===== config.mk =====
export PLATFORM = sky130hd
export DESIGN_NAME = morse_sequencer
export DESIGN_NICKNAME = d
export VERILOG_FILES = /design/src/rtl/morse_pkg.sv /design/src/rtl/morse_pattern_rom.sv /design/src/rtl/morse_sequencer.sv
export SDC_FILE = /design/constraint.sdc
export NUM_CORES = 1
export LEC_CHECK = 0
export ABC_AREA = 1
export CORE_ASPECT_RATIO = 1.5
export CORE_MARGIN = 2
export CORE_UTILIZATION = 68
export CTS_BUF_LIST = sky130_fd_sc_hd__clkbuf_4 sky130_fd_sc_hd__clkbuf_8
export CTS_CLUSTER_SIZE = 8
export DETAILED_ROUTE_END_ITERATION = 6
export PLACE_DENSITY = 0.87
export SLEW_MARGIN = 25
export SYNTH_ARGS = -nofsm -noshare
export SYNTH_HDL_FRONTEND = slang
export SYNTH_SLANG_ARGS = --single-unit

===== constraint.sdc =====
create_clock -name clk -period 4.3 [get_ports clk]
set_input_delay 0.86 -clock clk [delete_from_list [all_inputs] [get_ports clk]]
set_output_delay 0.86 -clock clk [all_outputs]
set_load 0.05 [all_outputs]

===== src/rtl/morse_pkg.sv =====
// Shared types, constants and helpers for the Morse character sequencer.
// The pattern builder turns a compact element list into a MSB-first on/off unit stream.
package morse_pkg;

  typedef enum logic [1:0] {
    IDLE = 2'd0,
    LOAD = 2'd1,
    SEND = 2'd2
  } state_t;

  localparam int MAX_UNITS = 21;
  localparam int LEN_W     = 5;

  localparam logic [6:0] ASC_SPACE = 7'h20;
  localparam logic [6:0] ASC_0     = 7'h30;
  localparam logic [6:0] ASC_A     = 7'h41;
  localparam logic [6:0] ASC_Z     = 7'h5A;
  localparam logic [6:0] ASC_LA    = 7'h61;
  localparam logic [6:0] ASC_LZ    = 7'h7A;

  typedef struct packed {
    logic [MAX_UNITS-1:0] pattern;
    logic [LEN_W-1:0]     len;
  } morse_entry_t;

  function automatic logic [6:0] fold_case(input logic [6:0] c);
    if ((c >= ASC_LA) && (c <= ASC_LZ)) begin
      return c - 7'h20;
    end else begin
      return c;
    end
  endfunction

  // n elements, listed MSB-first in code (1 = dash); gaps and the 2-unit tail are added here.
  function automatic morse_entry_t expand(input logic [2:0] n, input logic [4:0] code);
    morse_entry_t         e;
    logic [MAX_UNITS-1:0] acc;
    logic [4:0]           rest;
    int                   units;
    acc   = '0;
    rest  = code;
    units = 0;
    for (int i = 0; i < 5; i++) begin
      if (i < int'(n)) begin
        if (i != 0) begin
          acc   = acc << 1;
          units = units + 1;
        end
        if (rest[4]) begin
          acc   = (acc << 3) | MAX_UNITS'(3'b111);
          units = units + 3;
        end else begin
          acc   = (acc << 1) | MAX_UNITS'(1'b1);
          units = units + 1;
        end
        rest = rest << 1;
      end
    end
    units     = units + 2;
    acc       = acc << 2;
    e.pattern = acc << (MAX_UNITS - units);
    e.len     = LEN_W'(units);
    return e;
  endfunction

endpackage


===== src/rtl/morse_pattern_rom.sv =====
// Combinational character-to-pattern lookup; unsupported codes return len = 0.
module morse_pattern_rom
  import morse_pkg::*;
(
  input  logic [6:0]           char_code,
  output logic [MAX_UNITS-1:0] pattern,
  output logic [LEN_W-1:0]     len
);

  morse_entry_t entry;

  // one item per supported code; expand() collapses to constants
  always_comb begin
    entry = '0;
    case (char_code)
      ASC_SPACE: entry = '{pattern: '0, len: LEN_W'(3)};
      7'h30: entry = expand(3'd5, 5'b11111);
      7'h31: entry = expand(3'd5, 5'b01111);
      7'h32: entry = expand(3'd5, 5'b00111);
      7'h33: entry = expand(3'd5, 5'b00011);
      7'h34: entry = expand(3'd5, 5'b00001);
      7'h35: entry = expand(3'd5, 5'b00000);
      7'h36: entry = expand(3'd5, 5'b10000);
      7'h37: entry = expand(3'd5, 5'b11000);
      7'h38: entry = expand(3'd5, 5'b11100);
      7'h39: entry = expand(3'd5, 5'b11110);
      7'h41: entry = expand(3'd2, 5'b01000);
      7'h42: entry = expand(3'd4, 5'b10000);
      7'h43: entry = expand(3'd4, 5'b10100);
      7'h44: entry = expand(3'd3, 5'b10000);
      7'h45: entry = expand(3'd1, 5'b00000);
      7'h46: entry = expand(3'd4, 5'b00100);
      7'h47: entry = expand(3'd3, 5'b11000);
      7'h48: entry = expand(3'd4, 5'b00000);
      7'h49: entry = expand(3'd2, 5'b00000);
      7'h4A: entry = expand(3'd4, 5'b01110);
      7'h4B: entry = expand(3'd3, 5'b10100);
      7'h4C: entry = expand(3'd4, 5'b01000);
      7'h4D: entry = expand(3'd2, 5'b11000);
      7'h4E: entry = expand(3'd2, 5'b10000);
      7'h4F: entry = expand(3'd3, 5'b11100);
      7'h50: entry = expand(3'd4, 5'b01100);
      7'h51: entry = expand(3'd4, 5'b11010);
      7'h52: entry = expand(3'd3, 5'b01000);
      7'h53: entry = expand(3'd3, 5'b00000);
      7'h54: entry = expand(3'd1, 5'b10000);
      7'h55: entry = expand(3'd3, 5'b00100);
      7'h56: entry = expand(3'd4, 5'b00010);
      7'h57: entry = expand(3'd3, 5'b01100);
      7'h58: entry = expand(3'd4, 5'b10010);
      7'h59: entry = expand(3'd4, 5'b10110);
      7'h5A: entry = expand(3'd4, 5'b11000);
      default: entry = '0;
    endcase
  end

  assign pattern = entry.pattern;
  assign len     = entry.len;

endmodule


===== src/rtl/morse_sequencer.sv =====
// Accepts one ASCII character at a time and keys it out as Morse, UNIT_DIV clocks per unit.
// Every output is a register; char_ready/busy are loaded from the next-state decode.
module morse_sequencer
  import morse_pkg::*;
#(
  parameter int UNIT_DIV = 6000000
) (
  input  logic       clk,
  input  logic       rst,
  input  logic [6:0] char_in,
  input  logic       char_valid,
  output logic       char_ready,
  input  logic       abort,
  output logic       key_out,
  output logic       busy,
  output logic       char_done,
  output logic       char_err
);

  localparam int            PW        = $clog2(UNIT_DIV);
  localparam logic [PW-1:0] PRESC_MAX = PW'(UNIT_DIV - 1);

  state_t               state, state_next;
  logic [6:0]           code, code_next;
  logic [MAX_UNITS-1:0] pattern, pattern_next;
  logic [LEN_W-1:0]     count, count_next;
  logic [PW-1:0]        presc, presc_next;
  logic                 key_next, done_next, err_next;
  logic [MAX_UNITS-1:0] rom_pattern;
  logic [LEN_W-1:0]     rom_len;

  morse_pattern_rom u_rom (
    .char_code (code),
    .pattern   (rom_pattern),
    .len       (rom_len)
  );

  // next-state and next-output decode
  always_comb begin
    state_next   = state;
    code_next    = code;
    pattern_next = pattern;
    count_next   = count;
    presc_next   = presc;
    key_next     = key_out;
    done_next    = 1'b0;
    err_next     = 1'b0;
    case (state)
      IDLE: begin
        key_next = 1'b0;
        if (char_valid) begin
          state_next = LOAD;
          code_next  = fold_case(char_in);
        end else begin
          state_next = IDLE;
        end
      end
      LOAD: begin
        if (abort) begin
          state_next = IDLE;
          key_next   = 1'b0;
        end else if (rom_len == LEN_W'(0)) begin
          state_next = IDLE;
          key_next   = 1'b0;
          err_next   = 1'b1;
        end else begin
          state_next   = SEND;
          pattern_next = rom_pattern;
          count_next   = rom_len;
          presc_next   = '0;
          key_next     = rom_pattern[MAX_UNITS-1];
        end
      end
      SEND: begin
        if (abort) begin
          state_next   = IDLE;
          key_next     = 1'b0;
          count_next   = '0;
          presc_next   = '0;
          pattern_next = '0;
        end else if (presc == PRESC_MAX) begin
          presc_next = '0;
          // last unit of the character just finished
          if (count == LEN_W'(1)) begin
            state_next   = IDLE;
            key_next     = 1'b0;
            done_next    = 1'b1;
            count_next   = '0;
            pattern_next = '0;
          end else begin
            count_next   = count - LEN_W'(1);
            pattern_next = pattern << 1;
            key_next     = pattern[MAX_UNITS-2];
          end
        end else begin
          presc_next = presc + PW'(1);
        end
      end
      default: begin
        state_next = IDLE;
        key_next   = 1'b0;
      end
    endcase
  end

  // state and output registers
  always_ff @(posedge clk) begin
    if (rst) begin
      state      <= IDLE;
      code       <= '0;
      pattern    <= '0;
      count      <= '0;
      presc      <= '0;
      key_out    <= 1'b0;
      char_done  <= 1'b0;
      char_err   <= 1'b0;
      char_ready <= 1'b1;
      busy       <= 1'b0;
    end else begin
      state      <= state_next;
      code       <= code_next;
      pattern    <= pattern_next;
      count      <= count_next;
      presc      <= presc_next;
      key_out    <= key_next;
      char_done  <= done_next;
      char_err   <= err_next;
      char_ready <= (state_next == IDLE);
      busy       <= (state_next != IDLE);
    end
  end

endmodule


==> impl_metrics.tcl, run 1 <==
set metrics [dict create \
    finalSetupTns_ps 0 \
    rr_startpoint "state[0]" \
    die_x_um 71.31 \
    synth_area_leaders "dfxtp_1 (36%), nand2_1 (15%), nand3_1 (8.7%)" \
    die_h_um 105.0 \
    grt_pass1_wl_mm 19.66 \
    endpoint_kind "flop" \
    synth_cells 698 \
    dpl.hpwl_mm 8.623 \
    ys.flop_type "dfxtp_1" \
    worst_hold_slack_ps 467.8 \
    post_dp_cell_area_sq_mm 0.004746 \
    synth_common_cells "nand2_1 (185), dfxtp_1 (82), nor2_1 (81)" \
    status "finished clean" \
    syn_to_final_growth_pct 7.690 \
    p_sw_share_pct 28.97 \
    reg2reg_slack_ps 1480 \
    grt_max_degree 29 \
    nNetsFinal 730 \
    drtPass1Iterations 6 \
    cts_root_buffer "clkbuf_8" \
    min_to "pattern[8]" \
    tightest_slew_ps 714.7 \
    grt_antenna_before_repair 0 \
    slowest_delay_ps 510 \
    synth-edff-count 0 \
    dieArea_sq_mm 0.007484 \
    worstSkewPairLatency_ps 360 \
    cpLargestDelayFamily "simple AND/OR/NAND/NOR gates" \
    slew-limit-headroom_pct 52.30 \
    grt_overflow 0 \
    ioPinCount 16 \
    hold_path_class "reg -> reg" \
    place_congestion 0.9838 \
    netlist_area_sq_mm 0.004621 \
    min_period_over_period_pct 70.96 \
    cp.required_ps 4550 \
    routed_via_density 5.827 \
    grt_pass1_vias 4324 \
    grt.total_usage_pct 33.06 \
    syn_nets 728 \
    min_period_ps 3051 \
    seq_power_share_pct 46.1 \
    rows 36 \
    clock-sinks 82 \
    startpoint_type "primary input" \
    core_sq_mm 0.006531 \
    ir_drop_uv 343.2 \
    rsz0062_at_grt "no" \
    cellLeakagePower_nw 2.221 \
    switching_power_mw 0.5042 \
    power_frac_comb_pct 17.1 \
    synth_area_leader_cell "dfxtp_1" \
    port_buffers 15 \
    drtIter0Drc 223 \
    r2r_cells 10 \
    power.density_mw_per_mm2 349.7 \
    ys_ff_latch 82 \
    crit_fanout 21 \
    syn_area_per_cell_sq_um 6.620 \
    numCtsBuffers 9 \
    postCtsSetupRepairBufs 0 \
    drcViolationCount 0 \
    ctsHoldBuffers 0 \
    path_cells "clkdlybuf4s50_1 > ha_1 > nand3_1 > nor2_1 > nand2_1 > nand3_1 > nand2_1 > nand3_1 > nand2_1 > clkinv_1 > nand3_1 > nand2_1" \
    htree_num_levels 3 \
    clk_pin_slew_ps 80 \
    yosysMostFrequentCell "nand2_1" \
    synth.top_cell.area_share_pct 35.53 \
    min_from "pattern[8]" \
    skew_ps 16.66 \
    start_util_pct 70.75 \
    crit_cells 12 \
    max_freq_mhz 327.7 \
    final-setup-viol-count 0 \
    worst-path-buf-inv 2 \
    vias 4551 \
    path_class "in -> reg" \
    synth_warnings 0 \
    holdPathStages 2 \
    intPower_mw 1.236 \
    crit_arrival_ps 3300 \
    cts_resized 0 \
    finalMaxSlewViolations 0 \
    wl_mm 11.79 \
    cts_tree "yes" \
    total_power_mw 1.740 \
    antenna_cells 0 \
    clockBufferDepth 2 \
    drive_above_1_share_pct 5.957 \
    clkPwrFrac_pct 36.7 \
    ant_nets 0 \
    cap_violations 0 \
    critical_path.slowest_cell "nand2_1" \
    ys_seq_area_share_pct 35.53 \
    ys_types 38 \
    async_reset_ff_share_pct 0 \
    reg2reg_to "presc[14]" \
    wl_per_cell_um 15.10 \
    finalHoldViolCount 0 \
    final_area_sq_mm 0.004976 \
]
-- routing by layer --
layer | GRT usage, % | up-vias | wire [um]
met2 | 60.98 | 149 | 6361
li1 | - | 2258 | -
met5 | 0 | - | 0
met1 | 33.45 | 2087 | 4319
met3 | 5.689 | 57 | 474
met4 | 19.54 | 0 | 635
-- layout make-up --
class,count,area [sq um]
Multi-Input combinational cell,506,2517
Sequential cell,82,1642
Fill cell,519,1555
Inverter,82,311.5
Timing Repair Buffer,19,180.2
Clock buffer,11,145.1
Tap cell,76,95.09
Clock inverter,5,85.08
-- layout by cell type (no fill, tap or decap), drive strengths merged --
master / n
inv: 80
clkdlybuf4s50: 15
xnor2: 1
clkinv: 4
o21ai: 28
bufinv: 2
nand2: 189
clkinvlp: 1
o211ai: 2
nor3: 13
nor4: 4
ha: 19
o22ai: 3
dfxtp: 82
nand3: 81
nor2: 84
nand4: 11
o21a: 1
xor2: 3
a31oi: 1
clkbuf: 11
buf: 4
a21oi: 42
a22o: 14
nand3b: 2
o31ai: 1
a211oi: 4
or2: 3
-- worst max path at each step --
stage	slack [ps]	endpoint	start
after floorplan	1880	u_rom.entry[17]	rst
after global placement	990	u_rom.entry[22]	char_in[5]
after detailed placement	920	u_rom.entry[22]	char_in[5]
after CTS	1300	u_rom.entry[22]	char_in[5]
after global routing	1010	u_rom.entry[18]	char_in[5]
final	1250	u_rom.entry[22]	char_in[5]
-- cells by family after synthesis --
family	after synthesis	synth area share (%)
xor+xnor	4	0.7583
buf+inv	110	9.992
compound gates	96	12.40
simple gates	387	36.18
fa+ha+maj	19	5.145
flops	82	35.53
-- stage by stage --
step,std cells,setup WS (ps),util [%]
floorplan,698,1878,-
global placement,765,991.6,72.66
detailed placement,765,922.2,72.66
CTS,781,1295,76.19
global route,781,1006,76.19
finish,781,1249,76.19
-- registers in the layout (all words and copies together) (netlist names) --
register	cells
presc	23
u_rom.entry	22
pattern	18
code	7
count	5
state	2
busy	1
char_done	1
char_err	1
char_ready	1
key_out	1
-- worst min-delay path, delay by kind of cell, from the launching register on --
kind	cells	cell delay (ps)
simple gates	1	60
flops	1	310
compound gates	1	50
-- power by group through the flow --
stage	logic (mW)	registers, mW	clock network (mW)
floorplan	0.218	0.822	0
global placement	0.288	0.820	0
detailed placement	0.291	0.820	0
CTS	0.294	0.802	0.640
global route	0.332	0.805	0.676
finish	0.298	0.802	0.640
Note: power is estimated with default switching activity, not from simulation.
==> run 2: changes to the inputs <==
Settings changed: CORE_UTILIZATION 68 to 64, PLACE_DENSITY 0.87 to 0.83.
Clock period 4.3 ns to 3.2 ns, I/O delays scaled along.
==> run 2 against run 1 <==
First-iteration DRC count is 33% higher. Sequential cell count stayed put. Largest power group unchanged. Via count is 0.31% higher. Clock skew is 4.0 ps lower. Wire length is 2.7% lower. Critical path type unchanged. Sequential share of layout area is 0.20 points lower. Core utilization is 4.1 points lower. Die area is 5.9% higher. Largest cell class unchanged. Combinational power is 39% higher. Highest routed layer unchanged.
==> impl_metrics.tcl, run 2 (synthesis results as in run 1) <==
set metrics [dict create \
    status "finished clean" \
    die_x_um 73.38 \
    path_cells "clkdlybuf4s50_1 > ha_1 > nand3_1 > nor2_1 > nand2_1 > nand3_1 > nand2_1 > nand3_1 > nand2_1 > inv_2 > nand3_1 > nand2_1" \
    hold_path_class "reg -> reg" \
    grt_pass1_vias 4413 \
    clk_pin_slew_ps 90 \
    cap_violations 0 \
    cellLeakagePower_nw 2.246 \
    cts_tree "yes" \
    port_buffers 15 \
    final_common_cell "nand2_1" \
    ant_nets 0 \
    holdPathStages 2 \
    place_congestion 1.026 \
    total_power_mw 2.195 \
    final_cells 793 \
    drcViolationCount 0 \
    rows 37 \
    rr_startpoint "state[0]" \
    grt_pass1_wl_mm 19.19 \
    dpl.hpwl_mm 8.491 \
    antenna_cells 0 \
    ir_drop_uv 362.5 \
    drtPass1Iterations 5 \
    rsz0062_at_grt "no" \
    finalMaxSlewViolations 0 \
    routed_via_density 5.757 \
    drive_above_1_share_pct 7.273 \
    reg2reg_slack_ps 770 \
    ioPinCount 16 \
    min_from "pattern[11]" \
    vias 4565 \
    postCtsSetupRepairBufs 0 \
    power.density_mw_per_mm2 438.4 \
    min_period_ps 2482 \
    startpoint_type "primary input" \
    grt_antenna_before_repair 0 \
    die_h_um 108.1 \
    max_freq_mhz 402.9 \
    largest_reg_flops 23 \
    min_to "pattern[11]" \
    nNetsFinal 740 \
    slowest_delay_ps 550 \
    start_util_pct 66.54 \
    cp.required_ps 3510 \
    r2r_cells 13 \
    cts_resized 0 \
    slew-limit-headroom_pct 66.46 \
    dp.cells 777 \
    worstSkewPairLatency_ps 370 \
    dieArea_sq_mm 0.007929 \
    wl_mm 11.48 \
    min_period_over_period_pct 77.56 \
    skew_ps 12.64 \
    top_register "presc" \
    grt.total_usage_pct 30.92 \
    reg2reg_to "u_rom.entry[22]" \
    grt_overflow 0 \
    finalHoldViolCount 0 \
    crit_arrival_ps 2790 \
    cts_root_buffer "clkbuf_8" \
    tightest_slew_ps 501.9 \
    critical_path.slowest_cell "clkdlybuf4s50_1" \
    clockBufferDepth 2 \
    crit_fanout 16 \
    drtIter0Drc 297 \
    htree_num_levels 3 \
    endpoint_kind "flop" \
    syn_to_final_growth_pct 8.340 \
    core_sq_mm 0.006944 \
    mostFrequentLayoutCells "nand2_1 (185), dfxtp_1 (82), nor2_1 (81)" \
    grt_max_degree 29 \
    final-setup-viol-count 0 \
    clock-sinks 82 \
    finalSetupTns_ps 0 \
    wl_per_cell_um 14.47 \
    ctsHoldBuffers 0 \
    path_class "in -> reg" \
    numCtsBuffers 9 \
]
-- run 2: worst max-delay path by stage --
stage | from | to | slack [ps] | cells past startpoint
after floorplan | rst | u_rom.entry[17] | 1000 | 14
after global placement | char_valid | u_rom.entry[22] | 440 | 12
after detailed placement | char_in[5] | u_rom.entry[19] | 390 | 12
after CTS | char_in[5] | u_rom.entry[19] | 770 | 12
after global routing | char_in[6] | u_rom.entry[14] | 460 | 12
final | char_in[5] | u_rom.entry[19] | 720 | 12
-- run 2: layer usage --
layer | GRT usage, % | part of all wire [%]
met4 | 21.43 | 6.5
met2 | 54.44 | 51
met3 | 6.617 | 3.9
met1 | 31.68 | 39
met5 | 0 | 0
-- run 2: layout make-up --
type	count	area [sq um]
clock buffers	9	123.9
clock inverters	7	58.81
fillers	592	1938
inverters	82	311.5
multi-input cells	506	2517
flip-flops and latches	82	1642
well taps	78	97.59
repair buffers	29	255.2
-- run 2: critical path: cells and delay by family --
family        cells  cell delay, ps
buf+inv           2             890
simple gates      9            1030
fa+ha+maj         1             210
-- run 2: where the power goes --
group / switching [mW] / internal [mW] / leakage, nW / total (mW)
combinational: 0.274 / 0.138 / 1.49 / 0.413
sequential: 0.0186 / 1.06 / 0.665 / 1.08
clock: 0.407 / 0.296 / 0.0929 / 0.704
-- run 2: per-stage QoR --
stage	cell area (sq um)	util, %	hold slack (ps)	setup slack [ps]
4_1_cts	5006	72.09	468.8	773.3
3_5_place_dp	4823	69.46	454.6	393.7
6_report	5006	72.09	470.7	718.1
5_1_grt	5006	72.09	485.1	456.1
3_3_place_gp	4823	69.46	450.4	437.3
2_1_floorplan	4621	-	434.5	997.9
==> run 3: changes to the inputs <==
Clock period 3.2 ns to 2.41 ns, I/O delays scaled along.
==> run 3 against run 2 <==
Worst hold slack worse by 2.2 ps. Clock power is 32% higher. Clock-buffer cell count stayed put. Register-to-register slack worse by 630 ps. Cell area is 7.6% higher. Wire length is 8.9% higher. Highest routed layer unchanged.
==> impl_metrics.tcl, run 3 (synthesis results as in run 1) <==
set metrics [dict create \
    status "finished clean" \
    cp.required_ps 2670 \
    r2r_cells 12 \
    clockBufferDepth 2 \
    p_sw_share_pct 31.67 \
    grt_max_degree 28 \
    rows 37 \
    worstSkewPairLatency_ps 370 \
    grt.total_usage_pct 33.54 \
    dpl.hpwl_mm 9.623 \
    max_freq_mhz 440.8 \
    start_util_pct 66.54 \
    largest_reg_flops 23 \
    die_x_um 73.38 \
    switching_power_mw 0.9537 \
    min_to "pattern[11]" \
    core_sq_mm 0.006944 \
    grt_pass1_vias 4549 \
    cap_violations 0 \
    seq_power_share_pct 47.6 \
    min_period_over_period_pct 94.13 \
    numCtsBuffers 9 \
    drcViolationCount 0 \
    power.density_mw_per_mm2 558.8 \
    drtIter0Drc 298 \
    port_buffers 15 \
    hold_path_class "reg -> reg" \
    rr_startpoint "state[0]" \
    drtPass1Iterations 5 \
    wl_mm 12.50 \
    holdPathStages 2 \
    skew_ps 15.76 \
    cts_root_buffer "clkbuf_8" \
    vias 4782 \
    clock-sinks 82 \
    crit_arrival_ps 2530 \
    startpoint_type "flop" \
    top_register "presc" \
    endpoint_kind "flop" \
    min_from "pattern[11]" \
    reg2reg_to "u_rom.entry[19]" \
    crit_fanout 6 \
    power_frac_comb_pct 21.6 \
    intPower_mw 2.057 \
    clkPwrFrac_pct 30.8 \
    place_congestion 0.9645 \
    ir_drop_uv 522.7 \
    finalMaxSlewViolations 0 \
    cellLeakagePower_nw 2.457 \
    slew-limit-headroom_pct 54.94 \
    final_common_cell "nand2_1" \
    wl_per_cell_um 15.02 \
    path_class "reg -> reg" \
    grt_pass1_wl_mm 20.42 \
    grt_antenna_before_repair 0 \
    finalSetupTns_ps 0 \
    die_h_um 108.1 \
    final_area_sq_mm 0.005389 \
    post_dp_cell_area_sq_mm 0.005144 \
    final-setup-viol-count 0 \
    ioPinCount 16 \
    reg2reg_slack_ps 140 \
    min_period_ps 2269 \
    cts_tree "yes" \
    routed_via_density 5.748 \
    clk_pin_slew_ps 90 \
    ant_nets 0 \
    mostFrequentLayoutCells "nand2_1 (183), nor2_1 (81), nand3_1 (80), dfxtp_1 (80), inv_1 (74)" \
    nNetsFinal 779 \
    rsz0062_at_grt "no" \
    grt_overflow 0 \
    dieArea_sq_mm 0.007929 \
    drive_above_1_share_pct 13.00 \
    finalHoldViolCount 0 \
    htree_num_levels 3 \
    antenna_cells 0 \
    tightest_slew_ps 673.7 \
    syn_to_final_growth_pct 16.63 \
    ctsHoldBuffers 0 \
]
==> run 3: layout make-up <==
| class | instances | area, sq um |
|---|---|---|
| multi-input cells | 506 | 2526 |
| fillers | 550 | 1555 |
| flip-flops and latches | 82 | 1644 |
| well taps | 78 | 97.59 |
| clock inverters | 7 | 58.81 |
| repair buffers | 68 | 623.1 |
| clock buffers | 9 | 123.9 |
| inverters | 82 | 315.3 |
==> run 3: critical path: stages (launching register included) <==
cell,delay (ps)
dfxtp_2,350
inv_1,80
ha_1,220
nand2_2,110
nand2_1,80
nand3_1,140
buf_4,210
ha_1,260
or2_2,340
nand2_1,100
nor2_1,60
nand2_2,150
nand2_1,70
==> run 3: how the worst max path moves through the flow <==
stage / from / slack (ps) / cells past startpoint / endpoint
after global routing: state[0] / 0.1 / 12 / u_rom.entry[25]
final: state[0] / 140 / 12 / u_rom.entry[19]
after global placement: char_valid / -250 / 11 / u_rom.entry[25]
after CTS: state[0] / 40 / 12 / u_rom.entry[23]
after detailed placement: char_valid / -280 / 11 / u_rom.entry[19]
after floorplan: state[0] / 290 / 17 / u_rom.entry[17]
==> run 3: metrics by stage <==
stage	utilization, %	hold WS [ps]	cells	power [mW]	setup WS (ps)
final	77.60	468.5	832	3.011	141.5
after global routing	77.60	491.3	832	3.143	0.1348
after detailed placement	74.07	456.9	813	2.084	-284.2
after CTS	76.70	471.2	829	2.987	39.38
after floorplan	-	434.5	698	1.855	291.6
after global placement	74.07	451.3	813	2.072	-252.9
==> run 3: routing by layer <==
| layer | wire [um] | global-route usage (%) |
|---|---|---|
| met1 | 4545 | 32.63 |
| met2 | 7029 | 64.86 |
| met3 | 437 | 5.033 |
| met4 | 487 | 18.31 |
| met5 | 0 | 0 |
==> run 3: repair_timing <==
action                     CTS  global route
buffers inserted             0             3
resized for setup            0             7
setup endpoints to repair    0            22
==> run 3: power by group through the flow <==
stage          sequential, mW  clock (mW)  combinational (mW)
6_report                 1.43       0.928               0.651
4_1_cts                  1.43       0.932               0.624
3_3_place_gp             1.46           0               0.611
2_1_floorplan            1.47           0               0.389
5_1_grt                  1.44       0.988               0.718
3_5_place_dp             1.46           0               0.621
